`src/rtl/seq_divider32x16.sv`:
```
// Iterative restoring divider: {dividend_hi, dividend_lo} / divisor, one quotient bit per clock.
// Divide-by-zero and quotient overflow are resolved at accept and complete in a single cycle.
module seq_divider32x16 #(
    parameter int WIDTH = 16
) (
    input  logic             clk,
    input  logic             reset,
    input  logic             start,
    input  logic             abort,
    input  logic [WIDTH-1:0] dividend_hi,
    input  logic [WIDTH-1:0] dividend_lo,
    input  logic [WIDTH-1:0] divisor,
    output logic [WIDTH-1:0] quotient,
    output logic [WIDTH-1:0] remainder,
    output logic             busy,
    output logic             done,
    output logic             div_by_zero,
    output logic             overflow,
    output logic             zero_q
);

    localparam int CW = $clog2(WIDTH) + 1;

    localparam logic [1:0] S_IDLE = 2'd0;
    localparam logic [1:0] S_RUN  = 2'd1;
    localparam logic [1:0] S_DONE = 2'd2;

    logic [1:0]       state;
    logic [WIDTH:0]   r;
    logic [WIDTH-1:0] q;
    logic [WIDTH-1:0] dsr;
    logic [CW-1:0]    count;

    logic [WIDTH:0]   r_sh;
    logic [WIDTH+1:0] diff;
    logic             step_ok;
    logic [WIDTH:0]   r_next;
    logic [WIDTH-1:0] q_next;
    logic             accept;
    logic             last_step;

    // Difference is one bit wider than the partial remainder so its MSB is a clean borrow.
    always_comb begin
        r_sh      = {r[WIDTH-1:0], q[WIDTH-1]};
        diff      = {1'b0, r_sh} - {2'b00, dsr};
        step_ok   = ~diff[WIDTH+1];
        r_next    = step_ok ? diff[WIDTH:0] : r_sh;
        q_next    = {q[WIDTH-2:0], step_ok};
        accept    = start && (state != S_RUN);
        last_step = (count == CW'(WIDTH - 1));
    end

    assign busy = (state == S_RUN);
    assign done = (state == S_DONE);

    always_ff @(posedge clk) begin
        if (reset) begin
            state       <= S_IDLE;
            r           <= '0;
            q           <= '0;
            dsr         <= '0;
            count       <= '0;
            quotient    <= '0;
            remainder   <= '0;
            div_by_zero <= 1'b0;
            overflow    <= 1'b0;
            zero_q      <= 1'b0;
        end else if (state == S_RUN) begin
            if (abort) begin
                state <= S_IDLE;
            end else begin
                r     <= r_next;
                q     <= q_next;
                count <= count + 1'b1;
                if (last_step) begin
                    state     <= S_DONE;
                    quotient  <= q_next;
                    remainder <= r_next[WIDTH-1:0];
                    zero_q    <= (q_next == '0);
                end
            end
        end else if (accept) begin
            div_by_zero <= 1'b0;
            overflow    <= 1'b0;
            zero_q      <= 1'b0;
            if (divisor == '0) begin
                state       <= S_DONE;
                div_by_zero <= 1'b1;
                quotient    <= '1;
                remainder   <= '0;
            end else if (dividend_hi >= divisor) begin
                state     <= S_DONE;
                overflow  <= 1'b1;
                quotient  <= '1;
                remainder <= '0;
            end else begin
                state <= S_RUN;
                r     <= {1'b0, dividend_hi};
                q     <= dividend_lo;
                dsr   <= divisor;
                count <= '0;
            end
        end else begin
            state <= S_IDLE;
        end
    end

endmodule

```
`config.mk`:
```
export PLATFORM = sky130hd
export DESIGN_NAME = seq_divider32x16
export DESIGN_NICKNAME = d
export VERILOG_FILES = /design/src/rtl/seq_divider32x16.sv
export SDC_FILE = /design/constraint.sdc
export NUM_CORES = 1
export LEC_CHECK = 0
export CAP_MARGIN = 20
export CORE_MARGIN = 2
export CORE_UTILIZATION = 34
export CTS_CLUSTER_DIAMETER = 150
export DETAILED_ROUTE_END_ITERATION = 8
export MAX_ROUTING_LAYER = met4
export PLACE_DENSITY_LB_ADDON = 0.05
export SLEW_MARGIN = 20
export SYNTH_ARGS = -nofsm -noshare
export SYNTH_HDL_FRONTEND = slang
export SYNTH_SLANG_ARGS = --single-unit
```
`constraint.sdc`:
```
create_clock -name clk -period 5 [get_ports clk]
set_input_delay 0.75 -clock clk [delete_from_list [all_inputs] [get_ports clk]]
set_output_delay 0.75 -clock clk [all_outputs]
set_load 0.05 [all_outputs]
```
==> impl_metrics.yaml, run 1 <==
run_status:
  status: "complete, no violations"
clock_network:
  clockRootBuffer: "clkbuf_16"
  ctsHtreeMaxLevel: 3
  clkTransAtPathRegs_ps: 70
  clk_latency_ps: 350
  post_cts_buffers: 0
  cts_inserted_buffers: 9
  cts_resized: 0
  clock_path_buffers: 2
  cts.sinks: 90
  holdBufCountCts: 0
  cts_tree: "done"
route:
  num_vias: 4993
  routed_wl_mm: 15.95
  drtIter0Drc: 289
  drcViolationCount: 0
  drtAntennaViolNets: 0
  vias_per_cell: 5.439
  drt_first_pass_iters: 5
  wl_per_cell_um: 17.37
setup_path:
  critical_path.top_delay_family: "compound AO/OA/AOI/OAI gates"
  cp_common_cell: "a21o_1"
  cp_slowest_cell: "clkdlybuf4s50_1"
  cp_num_buf_inv: 3
  end_kind: "register"
  path_class: "in2reg"
  crit_path_max_fanout: 22
  worst_r2r_path_depth: 10
  slowest_delay_ps: 480
  crit_path_start_kind: "primary input"
  critPathRequiredTime_ps: 5260
  arrival_ps: 3560
  r2r-end: "r[13]"
  path_cells: "clkdlybuf4s50_1 -> inv_1 -> ha_1 -> a21o_1 -> a21o_1 -> a21o_1 -> or3b_1 -> a21o_1 -> nand2_4 -> buf_4 -> nor2_1 -> a311oi_1"
  reg2reg_slack_ps: 1740
  r2r-start: "q[15]"
pwr:
  power.leakage_nw: 2.578
  ir_worst_vdd_uv: 183.0
  power_density_mw_per_mm2: 361.5
  finalPower_mw: 2.356
placed_design:
  port_buffers: 88
  place.gp.congestion: 0.8711
  post-dp-hpwl_mm: 11.73
  dp_slack_ps: 1346
synthesis:
  synth_common_cells: "98 x nor2_1, 90 x dfxtp_1, 54 x nand2_1"
  synthesis.nets: 748
  ys_warn_count: 0
  synth_edf_count: 0
  yosysTopAreaCell: "dfxtp_1"
  synth_area_mm2: 0.005245
  ys_types: 60
  synth-main-ff-cell: "dfxtp_1"
  yosysSeqAreaShare_pct: 34.35
  netlist_instances: 661
  synth_top_area_share_pct: 34.35
  synthTopCellsByArea: "dfxtp_1 34%, ha_1 8.1%, nor2_1 7.0%"
  synthMostInstantiatedCell: "nor2_1"
  synth_area_per_cell_um2: 7.935
  async_flop_share_pct: 0
  ys_ff_latch: 90
finish:
  area_growth_pct: 24.26
  fin_util_pct: 43.03
  n_antenna_cell: 0
  fin_nets: 812
  fillerInstances: 1579
  drive_above_1_share_pct: 6.712
sta:
  fmax_ghz: 0.3025
  worst_slew_pin_slew_ps: 933.0
  timing.final.crit_share_pct: 66.12
  relSlewSlack_pct: 37.57
  hold-worst-slack_ps: 456.1
  finalSetupViolations: 0
  fin_crit_ps: 3306
  finalWorstSetupSlack_ps: 1694
  rsz0062_at_grt: "false"
  hold_viol: 0
  totalNegativeSetupSlack_ps: 0
  fin_worst_skew_ps: 12.29
  drv_slew: 0
hold_path:
  min_to: "overflow"
  min_path_type: "reg2reg"
  worstHoldPathCells: 2
  hold_start: "overflow"
floorplan:
  die-area_mm2: 0.01644
  start_util_pct: 34.63
  dieWidth_um: 128.2
  pin_count: 89
  rows: 45
  die-height_um: 128.2
  core_area_mm2: 0.01515
run:
  maxCapViolations: 0
global_routing:
  grt_overflow_total: 0
  grt.total_usage_pct: 20.44
  grt_pass1_vias: 4832
  grt_pass1_wl_mm: 25.52
  grt_max_degree: 48
  antenna_found_initial: 0
-- report_power, final --
group	total (mW)	internal, mW	switching [mW]
clock network	0.695	0.394	0.301
logic	0.845	0.311	0.533
registers	0.816	0.771	0.0458
total	2.36	1.48	0.880
-- worst max-delay path by stage --
stage | start | end | cells after the start
after floorplan | divisor[13] | r[10] | 11
after global placement | divisor[5] | remainder[12] | 11
after detailed placement | divisor[13] | q[2] | 12
after CTS | divisor[13] | q[7] | 12
after global routing | dividend_hi[0] | remainder[7] | 11
final | divisor[13] | q[7] | 12
-- area by class of cell --
class	count	area (um2)	area share [%]
multi-input combinational	479	3057	46.90
clock buffer	10	229.0	3.513
clock inverter	6	71.32	1.094
sequential	90	1802	27.64
inverter	48	180.2	2.764
timing repair buffer	97	943.4	14.47
tap	188	235.2	3.609
-- cell usage in the layout, fill, tap and decap left out, types with 10 or more instances in the layout --
cell             instances
a211oi_1                10
a21o_1                  16
a21oi_1                 48
a311oi_1                19
clkdlybuf4s50_1         87
dfxtp_1                 90
ha_1                    34
inv_1                   48
nand2_1                 54
nand3_1                 13
nor2_1                  98
nor3_1                  37
o21ai_0                 15
o2bb2ai_1               11
-- worst register-to-register path, stage by stage, from the launching register on --
cell and delay, ps:
dfxtp_1 430, inv_1 70, ha_1 230, nand2b_1 180, a21oi_2 170, o21ai_0 130
a211o_1 410, a21oi_2 640, nor2_1 340, a221oi_1 420, o41ai_2 110
-- routing by layer --
layer | share of wire, % | track usage [%] | up-vias
met5 | 0 | - | -
met4 | 1.6 | 6.787 | 0
met3 | 4.1 | 2.421 | 22
met2 | 45 | 30.69 | 136
met1 | 50 | 28.52 | 2354
li1 | - | - | 2481
-- stage by stage --
stage | area [um2] | cells
floorplan | 5245 | 661
global placement | 6217 | 902
detailed placement | 6217 | 902
CTS | 6518 | 918
global route | 6518 | 918
finish | 6518 | 918
-- sequential cells by signal, indices dropped and copies added, names as in the netlist --
name	count
count	5
div_by_zero	1
r	16
q	16
overflow	1
remainder	16
quotient	16
state	2
dsr	16
zero_q	1
-- cell families after synthesis --
| logic type | synth area share [%] |
|---|---|
| multiplexers | 0.5725 |
| XOR/XNOR | 2.171 |
| flip-flops | 34.35 |
| buffers and inverters | 7.490 |
| AND/OR/NAND/NOR | 23.76 |
| AO/OA/AOI/OAI | 23.16 |
| adder cells (fa/ha/maj) | 8.492 |
No activity file was read; power rests on OpenSTA's default activity.
==> run 2, diff against run 1 <==
Clock period 5 ns to 3.3 ns, I/O delays scaled along.
==> run 2 against run 1 <==
Critical path depth unchanged. Die area is the same. Global-route usage is 0.24 points higher. Sequential power up 52%. Setup slack worse by 1300 ps. Cell count increased by 1.2%. Design area grew 2.2%. Core utilization is 0.93 points higher. Worst hold slack better by 7.6 ps. Combinational power increased by 60%. Via count decreased by 0.60%. Highest routed layer unchanged.
==> impl_metrics.yaml, run 2 (synthesis results as in run 1) <==
run_status:
  status: "complete, no violations"
setup_path:
  critical_path.top_delay_family: "compound AO/OA/AOI/OAI gates"
  arrival_ps: 3180
  crit_path_max_fanout: 4
  critPathRequiredTime_ps: 3520
  crit_path_start_kind: "register"
  cp_slowest_cell: "a211oi_1"
  cp_num_buf_inv: 2
  end_kind: "register"
  path_class: "reg2reg"
  path_cells: "inv_1 -> ha_1 -> inv_1 -> fa_1 -> a21oi_1 -> o211ai_1 -> a211oi_1 -> nor4b_1 -> a311oi_1 -> a211oi_1 -> o21ai_0 -> a21oi_1"
  slowest_delay_ps: 420
clock_network:
  clock_path_buffers: 2
  cts_resized: 0
  clkTransAtPathRegs_ps: 70
  ctsHtreeMaxLevel: 3
  cts_inserted_buffers: 9
  clockRootBuffer: "clkbuf_16"
  cts.sinks: 90
  post_cts_buffers: 0
  cts_tree: "done"
  holdBufCountCts: 0
  clk_latency_ps: 350
pwr:
  power.leakage_nw: 2.657
  ir_worst_vdd_uv: 249.1
  power_density_mw_per_mm2: 556.8
  clkPwrFrac_pct: 30.3
  swShare_pct: 36.43
  p_comb_share_pct: 36.3
  seq_power_share_pct: 33.3
  p_sw_mw: 1.351
  p_int_mw: 2.357
finish:
  layout_common_cells: "98 x nor2_1, 90 x dfxtp_1, 86 x clkdlybuf4s50_1"
  drive_above_1_share_pct: 8.367
  fin_nets: 823
  fin_area_mm2: 0.006659
  area_growth_pct: 26.96
  n_antenna_cell: 0
  final_common_cell: "nor2_1"
  layoutNonFillerInstCount: 929
  fin_util_pct: 43.97
  fillerInstances: 1541
placed_design:
  place.gp.congestion: 0.8283
  post-dp-hpwl_mm: 12.07
  placed_area_mm2: 0.006335
  post-place-cells: 913
  port_buffers: 88
sta:
  hold_viol: 0
  finalSetupViolations: 0
  totalNegativeSetupSlack_ps: 0
  rsz0062_at_grt: "false"
  fin_worst_skew_ps: 9.124
  fmax_ghz: 0.3384
  fin_crit_ps: 2955
  drv_slew: 0
  timing.final.crit_share_pct: 89.54
  worst_slew_pin_slew_ps: 543.8
  relSlewSlack_pct: 63.75
route:
  num_vias: 4963
  drt_first_pass_iters: 5
  drtIter0Drc: 307
  wl_per_cell_um: 17.21
  drtAntennaViolNets: 0
  vias_per_cell: 5.342
  routed_wl_mm: 15.99
  drcViolationCount: 0
floorplan:
  dieWidth_um: 128.2
  start_util_pct: 34.63
  rows: 45
  die-height_um: 128.2
  core_area_mm2: 0.01515
  die-area_mm2: 0.01644
  pin_count: 89
hold_path:
  min_path_type: "reg2reg"
global_routing:
  grt_max_degree: 47
  busiest_layer: "met2"
  grtUsageMet3_pct: 3.881
  grt_pass1_wl_mm: 25.78
  grt.total_usage_pct: 20.68
  grt_overflow_total: 0
  grtUsageMet2_pct: 30.51
  grt_pass1_vias: 4829
  globalRouteMet1Util_pct: 29.46
  antenna_found_initial: 0
run:
  maxCapViolations: 0
-- run 2: cell count changes in the layout (fill, tap and decap cells not counted) --
cell             before  now
buf_12                0    3
buf_4                 9   18
bufinv_16             1    2
clkbuf_1              1    0
clkdlybuf4s50_1      87   86
clkinv_4              0    1
inv_8                 1    0
-- run 2: power groups by stage --
stage	Clock, mW	Sequential (mW)	Combinational (mW)
detailed placement	0	1.26	1.33
global placement	0	1.26	1.33
finish	1.12	1.24	1.35
global route	1.20	1.25	1.48
floorplan	0	1.30	0.860
CTS	1.15	1.24	1.34
-- run 2: final timing paths --
check	from	to	slack [ps]	cells past startpoint
setup reg to reg	q[15]	r[12]	350	12
hold / removal	overflow	overflow	460	2
setup / recovery	q[15]	r[12]	350	12
hold reg to reg	overflow	overflow	460	2
-- run 2: worst register-to-register path, stage by stage, from the launching register on --
cell and delay (ps):
dfxtp_1 340, inv_1 60, ha_1 170, inv_1 60
fa_1 400, a21oi_1 240, o211ai_1 260, a211oi_1 420
nor4b_1 100, a311oi_1 420, a211oi_1 100, o21ai_0 190
a21oi_1 80
-- run 2: cell type report --
type | instances | area (um2) | share of cell area (%)
multi-input cells | 479 | 3057 | 45.90
flip-flops and latches | 90 | 1802 | 27.06
repair buffers | 108 | 1061 | 15.93
well taps | 188 | 235.2 | 3.533
clock buffers | 9 | 225.2 | 3.382
inverters | 48 | 180.2 | 2.706
clock inverters | 7 | 98.84 | 1.484
-- run 2: layer usage --
layer	wire, um	up-vias
met3	729	9
met5	0	-
met4	127	0
met2	6998	111
met1	8136	2344
li1	-	2499
-- run 2: metrics by stage --
stage,hold slack [ps],total power [mW],setup slack (ps)
floorplan,449.2,2.165,736.0
global placement,445.6,2.586,60.64
detailed placement,449.5,2.594,45.20
CTS,468.1,3.732,328.4
global route,486.9,3.929,84.20
finish,463.7,3.708,345.2
